File: src/rtl/seg7_pkg.sv
// seg7_pkg: seven-segment pattern/code types, named codes and the pattern-to-code decoder
package seg7_pkg;
  typedef logic [6:0] seg7_t;
  typedef logic [4:0] digcode_t;
  localparam digcode_t CODE_SEG_A = 5'd16;
  localparam digcode_t CODE_BLANK = 5'd23;
  localparam digcode_t CODE_H     = 5'd24;
  localparam digcode_t CODE_L     = 5'd25;
  localparam digcode_t CODE_R     = 5'd26;
  localparam digcode_t CODE_LC_L  = 5'd27;
  localparam digcode_t CODE_LC_R  = 5'd28;
  // Returns {unknown, code}; aliased patterns map to the lower code ('1' not 27, 'A' not 26).
  function automatic logic [5:0] seg7_to_code(input seg7_t s);
    case (s)
      7'b1111110: return {1'b0, 5'd0};
      7'b0000110: return {1'b0, 5'd1};
      7'b1101101: return {1'b0, 5'd2};
      7'b1111001: return {1'b0, 5'd3};
      7'b0110011: return {1'b0, 5'd4};
      7'b1011011: return {1'b0, 5'd5};
      7'b1011111: return {1'b0, 5'd6};
      7'b1110000: return {1'b0, 5'd7};
      7'b1111111: return {1'b0, 5'd8};
      7'b1111011: return {1'b0, 5'd9};
      7'b1110111: return {1'b0, 5'd10};
      7'b0011111: return {1'b0, 5'd11};
      7'b1001110: return {1'b0, 5'd12};
      7'b0111101: return {1'b0, 5'd13};
      7'b1001111: return {1'b0, 5'd14};
      7'b1000111: return {1'b0, 5'd15};
      7'b1000000: return {1'b0, CODE_SEG_A};
      7'b0100000: return {1'b0, 5'd17};
      7'b0010000: return {1'b0, 5'd18};
      7'b0001000: return {1'b0, 5'd19};
      7'b0000100: return {1'b0, 5'd20};
      7'b0000010: return {1'b0, 5'd21};
      7'b0000001: return {1'b0, 5'd22};
      7'b0000000: return {1'b0, CODE_BLANK};
      7'b0110111: return {1'b0, CODE_H};
      7'b0001110: return {1'b0, CODE_L};
      7'b0000101: return {1'b0, CODE_LC_R};
      default:    return {1'b1, CODE_BLANK};
    endcase
  endfunction
endpackage

File: src/rtl/seg_stable_detect.sv
// seg_stable_detect: registers the display bus and strobes once per stable one-hot window
// Ports: seg_in/dig_sel raw bus in; capture strobe with cap_idx (digit index) and cap_seg (pattern).
module seg_stable_detect
  import seg7_pkg::*;
#(
  parameter int NUM_DIGITS    = 4,
  parameter int STABLE_CYCLES = 16,
  parameter int IW            = (NUM_DIGITS > 1) ? $clog2(NUM_DIGITS) : 1
) (
  input  logic                  clk,
  input  logic                  reset_n,
  input  seg7_t                 seg_in,
  input  logic [NUM_DIGITS-1:0] dig_sel,
  output logic                  capture,
  output logic [IW-1:0]         cap_idx,
  output seg7_t                 cap_seg
);
  localparam int CW = $clog2(STABLE_CYCLES + 1);
  seg7_t s_seg_q, s_seg_d;
  logic [NUM_DIGITS-1:0] s_sel_q, s_sel_d;
  logic [CW-1:0] cnt_q, cnt_d;
  logic stable;
  // The incoming sample is compared with the one already registered, so the count
  // reflects how long the registered sample has been repeating.
  always_comb begin
    s_seg_d = seg_in;
    s_sel_d = dig_sel;
    stable  = $onehot(dig_sel) && ({seg_in, dig_sel} == {s_seg_q, s_sel_q});
    cnt_d   = !stable ? '0 : (cnt_q == CW'(STABLE_CYCLES)) ? cnt_q : cnt_q + 1'b1;
    capture = stable && (cnt_q == CW'(STABLE_CYCLES - 1));
    cap_seg = s_seg_q;
    cap_idx = '0;
    for (int i = 0; i < NUM_DIGITS; i++) if (s_sel_q[i]) cap_idx = IW'(i);
  end
  always_ff @(posedge clk or negedge reset_n)
    if (!reset_n) begin
      s_seg_q <= '0;
      s_sel_q <= '0;
      cnt_q   <= '0;
    end else begin
      s_seg_q <= s_seg_d;
      s_sel_q <= s_sel_d;
      cnt_q   <= cnt_d;
    end
endmodule

File: src/rtl/seg_scan_decoder.sv
// seg_scan_decoder: captures a multiplexed seven-segment bus into decoded digit frames
// Ports: seg_in/dig_sel display bus; frame_codes/frame_unknown/frame_valid with frame_ready
// handshake; capture_pulse strobes once per accepted digit capture.
module seg_scan_decoder
  import seg7_pkg::*;
#(
  parameter int NUM_DIGITS    = 4,
  parameter int STABLE_CYCLES = 16
) (
  input  logic                    clk,
  input  logic                    reset_n,
  input  seg7_t                   seg_in,
  input  logic [NUM_DIGITS-1:0]   dig_sel,
  output logic [5*NUM_DIGITS-1:0] frame_codes,
  output logic [NUM_DIGITS-1:0]   frame_unknown,
  output logic                    frame_valid,
  input  logic                    frame_ready,
  output logic                    capture_pulse
);
  localparam int IW = (NUM_DIGITS > 1) ? $clog2(NUM_DIGITS) : 1;
  localparam logic [0:0] COLLECT = 1'b0;
  localparam logic [0:0] PRESENT = 1'b1;
  logic capture;
  logic [IW-1:0] cap_idx;
  seg7_t cap_seg;
  logic [5:0] dec;
  logic [NUM_DIGITS-1:0] cap_mask, seen_q, seen_d, unk_q, unk_d, frame_unknown_q, frame_unknown_d;
  logic [5*NUM_DIGITS-1:0] shadow_q, shadow_d, frame_codes_q, frame_codes_d;
  logic [0:0] state_q, state_d;
  logic capture_pulse_q, capture_pulse_d, hs, load;
  seg_stable_detect #(.NUM_DIGITS(NUM_DIGITS), .STABLE_CYCLES(STABLE_CYCLES)) u_detect (
    .clk(clk), .reset_n(reset_n), .seg_in(seg_in), .dig_sel(dig_sel),
    .capture(capture), .cap_idx(cap_idx), .cap_seg(cap_seg)
  );
  // A capture coinciding with the handshake keeps its seen bit; the frame load uses
  // the next-state shadow so a completing capture lands in the presented frame.
  always_comb begin
    dec      = seg7_to_code(cap_seg);
    cap_mask = capture ? (NUM_DIGITS'(1) << cap_idx) : '0;
    shadow_d = shadow_q;
    unk_d    = unk_q;
    if (capture) begin
      shadow_d[5*cap_idx +: 5] = dec[4:0];
      unk_d[cap_idx]           = dec[5];
    end
    hs              = (state_q == PRESENT) && frame_ready;
    load            = (state_q == COLLECT) && (&(seen_q | cap_mask));
    seen_d          = (hs ? '0 : seen_q) | cap_mask;
    state_d         = load ? PRESENT : hs ? COLLECT : state_q;
    frame_codes_d   = load ? shadow_d : frame_codes_q;
    frame_unknown_d = load ? unk_d : frame_unknown_q;
    capture_pulse_d = capture;
  end
  always_ff @(posedge clk or negedge reset_n)
    if (!reset_n) begin
      shadow_q        <= {NUM_DIGITS{CODE_BLANK}};
      unk_q           <= '0;
      seen_q          <= '0;
      state_q         <= COLLECT;
      frame_codes_q   <= '0;
      frame_unknown_q <= '0;
      capture_pulse_q <= 1'b0;
    end else begin
      shadow_q        <= shadow_d;
      unk_q           <= unk_d;
      seen_q          <= seen_d;
      state_q         <= state_d;
      frame_codes_q   <= frame_codes_d;
      frame_unknown_q <= frame_unknown_d;
      capture_pulse_q <= capture_pulse_d;
    end
  assign frame_codes   = frame_codes_q;
  assign frame_unknown = frame_unknown_q;
  assign frame_valid   = (state_q == PRESENT);
  assign capture_pulse = capture_pulse_q;
endmodule

File: config.mk
export PLATFORM = sky130hd
export DESIGN_NAME = seg_scan_decoder
export DESIGN_NICKNAME = d
export VERILOG_FILES = /design/src/rtl/seg7_pkg.sv /design/src/rtl/seg_stable_detect.sv /design/src/rtl/seg_scan_decoder.sv
export SDC_FILE = /design/constraint.sdc
export NUM_CORES = 1
export LEC_CHECK = 0
export CORE_MARGIN = 4
export CORE_UTILIZATION = 50
export DETAILED_ROUTE_END_ITERATION = 6
export PLACE_DENSITY_LB_ADDON = 0.2
export RECOVER_POWER = 100
export SLEW_MARGIN = 20
export SYNTH_ARGS = -nofsm -noshare
export SYNTH_HDL_FRONTEND = slang
export SYNTH_SLANG_ARGS = --single-unit
File: constraint.sdc
create_clock -name clk -period 8 [get_ports clk]
set_input_delay 2 -clock clk [delete_from_list [all_inputs] [get_ports clk]]
set_output_delay 2 -clock clk [all_outputs]
set_load 0.005 [all_outputs]
# Word level (Yosys, flattened, before mapping)
# Memories as Yosys holds them, arrays and structs flattened.
# Index checks and enable logic that the tools add are counted.
dict set report word_totals {
  ff_bits 70
  rom_bits 768
  output_inout_bits 26
  word_cells 52
  memories 1
}
dict set report classes {
  addsub 5
  multipliers 1
  n_lt_le_gt_ge 2
  n_eq_ne 5
  shift 3
  n_mux 15
  bitwise 3
  n_reduce_logical 7
}
# name depth word_bits rd rd_clocked_by_memory_dff write_ports line_no
set mem_list {}
lappend mem_list {{(name not given)} 128 6 1 0 0 seg7_pkg.sv:14} ;# case (s)
# operator count
set op_table {}
lappend op_table {{negation 5 -> 34 bit} 1}
lappend op_table {{variable shift 5 x 34 -> 20 bit, first input constant} 1}
lappend op_table {{variable part select 5 x 34 -> 20 bit} 1}
lappend op_table {{bitwise mux 20 bit} 1}
lappend op_table {{two-way mux 20 bit} 1}
lappend op_table {{two-way mux 4 bit} 3}
lappend op_table {{equality test 11 bit} 1}
lappend op_table {{two-way mux 5 bit} 2}
lappend op_table {{bitwise OR 4 bit} 2}
lappend op_table {{adder 5 x 1 -> 5 bit, second input constant} 1}
lappend op_table {{equality test 5 x 4 -> 1 bit, second input constant} 1}
lappend op_table {{equality test 5 bit, second input constant} 1}
lappend op_table {{logical AND 1 bit} 5}
lappend op_table {{multiplier 3 x 2 -> 5 bit, first input constant} 1}
lappend op_table {{adder 1 x 1 -> 2 bit} 2}
lappend op_table {{bitwise mux 4 bit} 1}
lappend op_table {{two-way mux 1 bit} 4}
lappend op_table {{two-way mux 2 bit} 2}
lappend op_table {{AND reduction 4 bit} 1}
lappend op_table {{<< shifter 1 x 2 -> 4 bit, first input constant} 1}
lappend op_table {{adder 3 bit} 1}
lappend op_table {{equality test 3 x 1 -> 1 bit, second input constant} 1}
lappend op_table {{less-than comparator 2 x 3 -> 1 bit, second input constant} 1}
lappend op_table {{demux 1 bit (select 2 bit)} 1}
lappend op_table {{4 further kinds} 4}

# Depth between registers and ports, before layout
dict set report logic_depth {
  depth_word 10
  ltp_mapped 10
  ltp_nobuf 9
}

# Modules after synthesis
# Synthesis repeated with hierarchy kept, for this count alone.
dict set report hier_totals {
  cells_unflattened 396
  hier_area_um2 3936.3
}
# mod n_inst cells_per_inst area_each_um2 seq_area_each_um2
set modules_own_cells {}
lappend modules_own_cells {seg_scan_decoder 1 336 3131.8 1371.3}
lappend modules_own_cells {seg_stable_detect 1 60 804.5 400.4}

# Worst setup path after synthesis
# OpenSTA, ideal clock, no wires.
dict set report synth_path {
  path_type {input port to flip-flop}
  start {in dig_sel[2]}
  end {reg frame_codes_q[14] (netlist: frame_codes[14])}
  setup_time_ns 0.125
  t_arrival_ns 4.606
  path_slack_ns 3.269
  cell_stages 10
  path_buffers 1
  path_cell_list {ha_1 ha_1 fa_1 nor3b_1 nand4_1 or3_1 clkbuf_1 nor2_2 mux2_2 mux2_2}
}
# element line_no
set synth_rtl {}
lappend synth_rtl {{start, declared} seg_scan_decoder.sv:13} ;# input logic [NUM_DIGITS-1:0] dig_sel,
lappend synth_rtl {{adder 1 x 1 -> 2 bit (not written as such)} seg_stable_detect.sv:28} ;# stable = $onehot(dig_sel) && ({seg_in, dig_sel} == {s_seg_q, s_sel_q});
lappend synth_rtl {{adder 3 bit (not written as such)} seg_stable_detect.sv:28}
lappend synth_rtl {{equality test 3 x 1 -> 1 bit} seg_stable_detect.sv:28}
lappend synth_rtl {{logical AND 1 bit *} seg_stable_detect.sv:28}
lappend synth_rtl {{logical AND 1 bit *} seg_stable_detect.sv:30} ;# capture = stable && (cnt_q == CW'(STABLE_CYCLES - 1));
lappend synth_rtl {{two-way mux 20 bit *} seg_scan_decoder.sv:42} ;# if (capture) begin
lappend synth_rtl {{via shadow_d[14]} seg_scan_decoder.sv:28} ;# logic [5*NUM_DIGITS-1:0] shadow_q, shadow_d, frame_codes_q, frame_codes_d;
lappend synth_rtl {{end signal, assigned} seg_scan_decoder.sv:68} ;# frame_codes_q <= frame_codes_d;
lappend synth_rtl {{end, declared} seg_scan_decoder.sv:28}
# The timed path passes the listed nets; every way through them passes the cells marked *.
# A chain may end at the register's enable or synchronous reset.

# Worst setup path in the final report
dict set report layout_path {
  start {in dig_sel[2]}
  end {reg frame_codes_q[3] (netlist: frame_codes[3])}
}
dict set report layout_via {
  elab_chain_len 9
}
# element line_no
set layout_rtl {}
lappend layout_rtl {{adder 1 x 1 -> 2 bit (not written as such)} seg_stable_detect.sv:28}
lappend layout_rtl {{adder 3 bit (not written as such)} seg_stable_detect.sv:28}
lappend layout_rtl {{equality test 3 x 1 -> 1 bit} seg_stable_detect.sv:28}
lappend layout_rtl {{logical AND 1 bit *} seg_stable_detect.sv:28}
lappend layout_rtl {{logical AND 1 bit *} seg_stable_detect.sv:30}
lappend layout_rtl {{two-way mux 4 bit} seg_scan_decoder.sv:39} ;# cap_mask = capture ? (NUM_DIGITS'(1) << cap_idx) : '0;
lappend layout_rtl {{bitwise OR 4 bit} seg_scan_decoder.sv:47} ;# load = (state_q == COLLECT) && (&(seen_q | cap_mask));
lappend layout_rtl {{AND reduction 4 bit} seg_scan_decoder.sv:47}
lappend layout_rtl {{logical AND 1 bit} seg_scan_decoder.sv:47}
# Mark *: on every way between the ends. The rest lies on a longest branch, timed or not.

==> results.md <==
* WS Path Type: in -> reg
* Hold WS at 486 ps
* Post-synthesis async set-or-reset flop share at 100%
* Hold Crit Class: reg -> reg
* DRT iter0 DRCs at 114
* Max-slew violation count at 71
* Port bufs at 39
* Clk slew on worst S/H paths at 70 ps
* Setup bufs post-CTS at 0
* Starting Density at between 50% and 60%
* Post-Synthesis Cells at just over 300
* Final WL at 6.93 mm
* DP HPWL at 4.65 mm
* DR DRC count at 0
* Die H at roughly 93 um
* First-pass DRT Iterations at 4
* Post-Syn Nets at 330
* Clk_skew at between 9 and 10 ps
* Reg2reg start: u_detect.cap_seg[1]$_DFF_PN0_
* Setup crit end kind: flop
* Vias at around 2400
* Multi-input gate area at between 1500 and 2000 sq um
* Synth warn at 0
* CTS tree: built
* Synth top area share at a little under two fifths
* Core ar. at ~6900 sq um
* Die ar. at 8620 sq um
* Fin crit period at 5540 ps
* Area grow syn2layout at 16.3%
* First-pass GRT wire length at between 10 and 15 mm
* Peak VDD IR at around 0.12 mV
* FMAX at 0.180 GHz
* ANT nets after route at 0
* CP Launch Point: dig_sel[2]
* Largest cells by area after synthesis: dfrtp_1 (38%), mux2_2 (13%), dfstp_2 (12%)
* Root Buffer: clkbuf_8
* Fin. Hold Viols at 0
* Site row count at 30
* Lkg Pwr at roughly 0.0019 uW
* Fraction of layout cells with a size suffix above 1 at between 10% and 20%
* Initial antenna violation count at 0
* Max Buffers Root-to-Sink at 2
* Congestion Overflow GR at 0
* CTS Hold Bufs at 0
* I/O pin total at 40
* Number of cells upsized or downsized after cts at 0
* Top FF cell, synth: dfrtp_1
* Total GRT Usage at roughly 18%
* Syn Area/Cell at roughly 12 sq um
* Max_cap viols at 1
* Worst setup SP type: primary input
* Post-synth top area cell: dfrtp_1
* Sinks on the clock net at 70
* Synthesized cell area at between 3000 and 4000 sq um
* Count of final setup violators at 0
* Register area at 1770 sq um
* Outcome: complete, but fails checks
* RSZ-0062 raised after global routing: false
* CTS buffer count at 9
* Register bit count reported by yosys at 70
* Vias in the first global route at between 2000 and 2500
* Setup TNS Final at 0 ps
* Rel. slew slack at -140%
* Hold Crit Start: frame_codes[19]$_DFFE_PN0P_
* Tcrit/Tclk final at roughly 70%
* Width of the chip at 92.8 um
* CP max FO at 25
* Top-count cell post-synth: dfrtp_1
* Clock Latency Late Sink at 340 ps
* Worst slew pin tran at around 3600 ps
* Largest net degree at the start of global routing at slightly above 70
* Drt wl/cell at roughly 16 um
* WP data required at slightly above 8000 ps
* Post-synth top cells: dfrtp_1 (54), mux2_2 (43), nand2_1 (17)
* Nets at roughly 360
* Gpl congestion at about 0.78
* Pwr/cell area at about 180 nW/um^2
* Count of cell types in the netlist at 60
* Via/cell ratio at ~5.4
* Htree depth at 3
* Fill cells at slightly below 600
* Post-synth EDFFs at 0
* Inserted Diodes at 0
* Sequential share of the synthesized area at 49.3%
* Failing checks: max-capacitance violations, max-slew violations
* Worst EP arrival at 5770 ps
logic make-up (layout without fill, tap and decap cells):
| kind of cell | count (synthesis) | count (layout) | synth area share (%) |
|---|---|---|---|
| buf+inv | 28 | 64 | 3.97 |
| xor+xnor | 16 | 16 | 3.90 |
| simple gates | 87 | 87 | 13.5 |
| compound gates | 48 | 48 | 9.84 |
| flops | 70 | 70 | 49.3 |
| fa+ha+maj | 7 | 7 | 2.64 |
| mux | 53 | 53 | 16.9 |
routing by layer:
layer	vias up	global-route usage [%]	routed length (um)
met2	45	26.5	3440
met1	1172	24.7	3170
li1	1170	-	-
met3	11	4.63	216
met5	-	0	0
met4	0	7.33	104
worst max-delay path: stages:
cell           delay [ps]
dlygate4sd3_1         580
ha_1                  320
ha_1                  210
fa_1                  430
nor3b_1               310
nand4_1               190
nor4_1                340
o211ai_1              210
a22oi_4               740
mux2_2                410
registers in the layout, indices dropped and copies added, names as in the netlist:
name              count
seen_q                4
unk_q                 4
shadow_q             20
u_detect.cnt_q        5
frame_codes          20
frame_valid           1
frame_unknown         4
u_detect.s_sel_q      4
capture_pulse         1
u_detect.cap_seg      7
stage by stage:
stage                     total power (uW)  std cells  util, %  worst slack (ps)  area, sq um
after global placement                 426        425     57.9              2400         4000
after detailed placement               427        425     57.9              2290         4000
after floorplan                        405        309        -              3270         3600
final                                  734        441     60.6              2460         4190
after global routing                   770        441     60.6              2200         4190
after CTS                              744        441     61.1              2650         4220
power breakdown:
group / switching, uW / internal, uW
sequential: 13.8 / 357
combinational: 26.7 / 21.2
clock: 138 / 178
placed cells by master (no fill, tap or decap), drive strengths merged, types with 3 or more instances in the layout:
master,instances
or4,4
o211ai,4
or3,3
nor2b,6
mux2,49
nand2b,5
clkbuf,11
xnor2,13
nand3,7
a21o,4
o21ai,9
and3,4
nand2,17
nor3b,4
nor3,6
xor2,3
nor4,3
ha,6
inv,9
dfrtp,54
dfstp,16
a21oi,8
nor2,16
mux2i,4
dlygate4sd3,37
nand4,4
final timing paths:
check,slack (ps),end,depth (start not counted)
setup / recovery,2460,frame_codes[3]$_DFFE_PN0P_,10
hold / removal,490,frame_codes[19]$_DFFE_PN0P_,1
setup reg to reg,4690,frame_codes[3]$_DFFE_PN0P_,6
hold reg to reg,490,frame_codes[19]$_DFFE_PN0P_,1
max in group asynchronous,3000,frame_codes[4]$_DFFE_PN0P_,2
min in group asynchronous,2980,u_detect.cnt_q[3]$_DFFE_PN0P_,2
cell type report:
cell class / instances / area share [%]
sequential: 70 / 42.3
inverter: 8 / 0.717
clock buffer: 10 / 3.05
multi-input combinational: 211 / 39.5
tap: 96 / 2.87
timing repair buffer: 40 / 9.30
clock inverter: 6 / 2.24
Note: power is estimated with default switching activity, not from simulation.
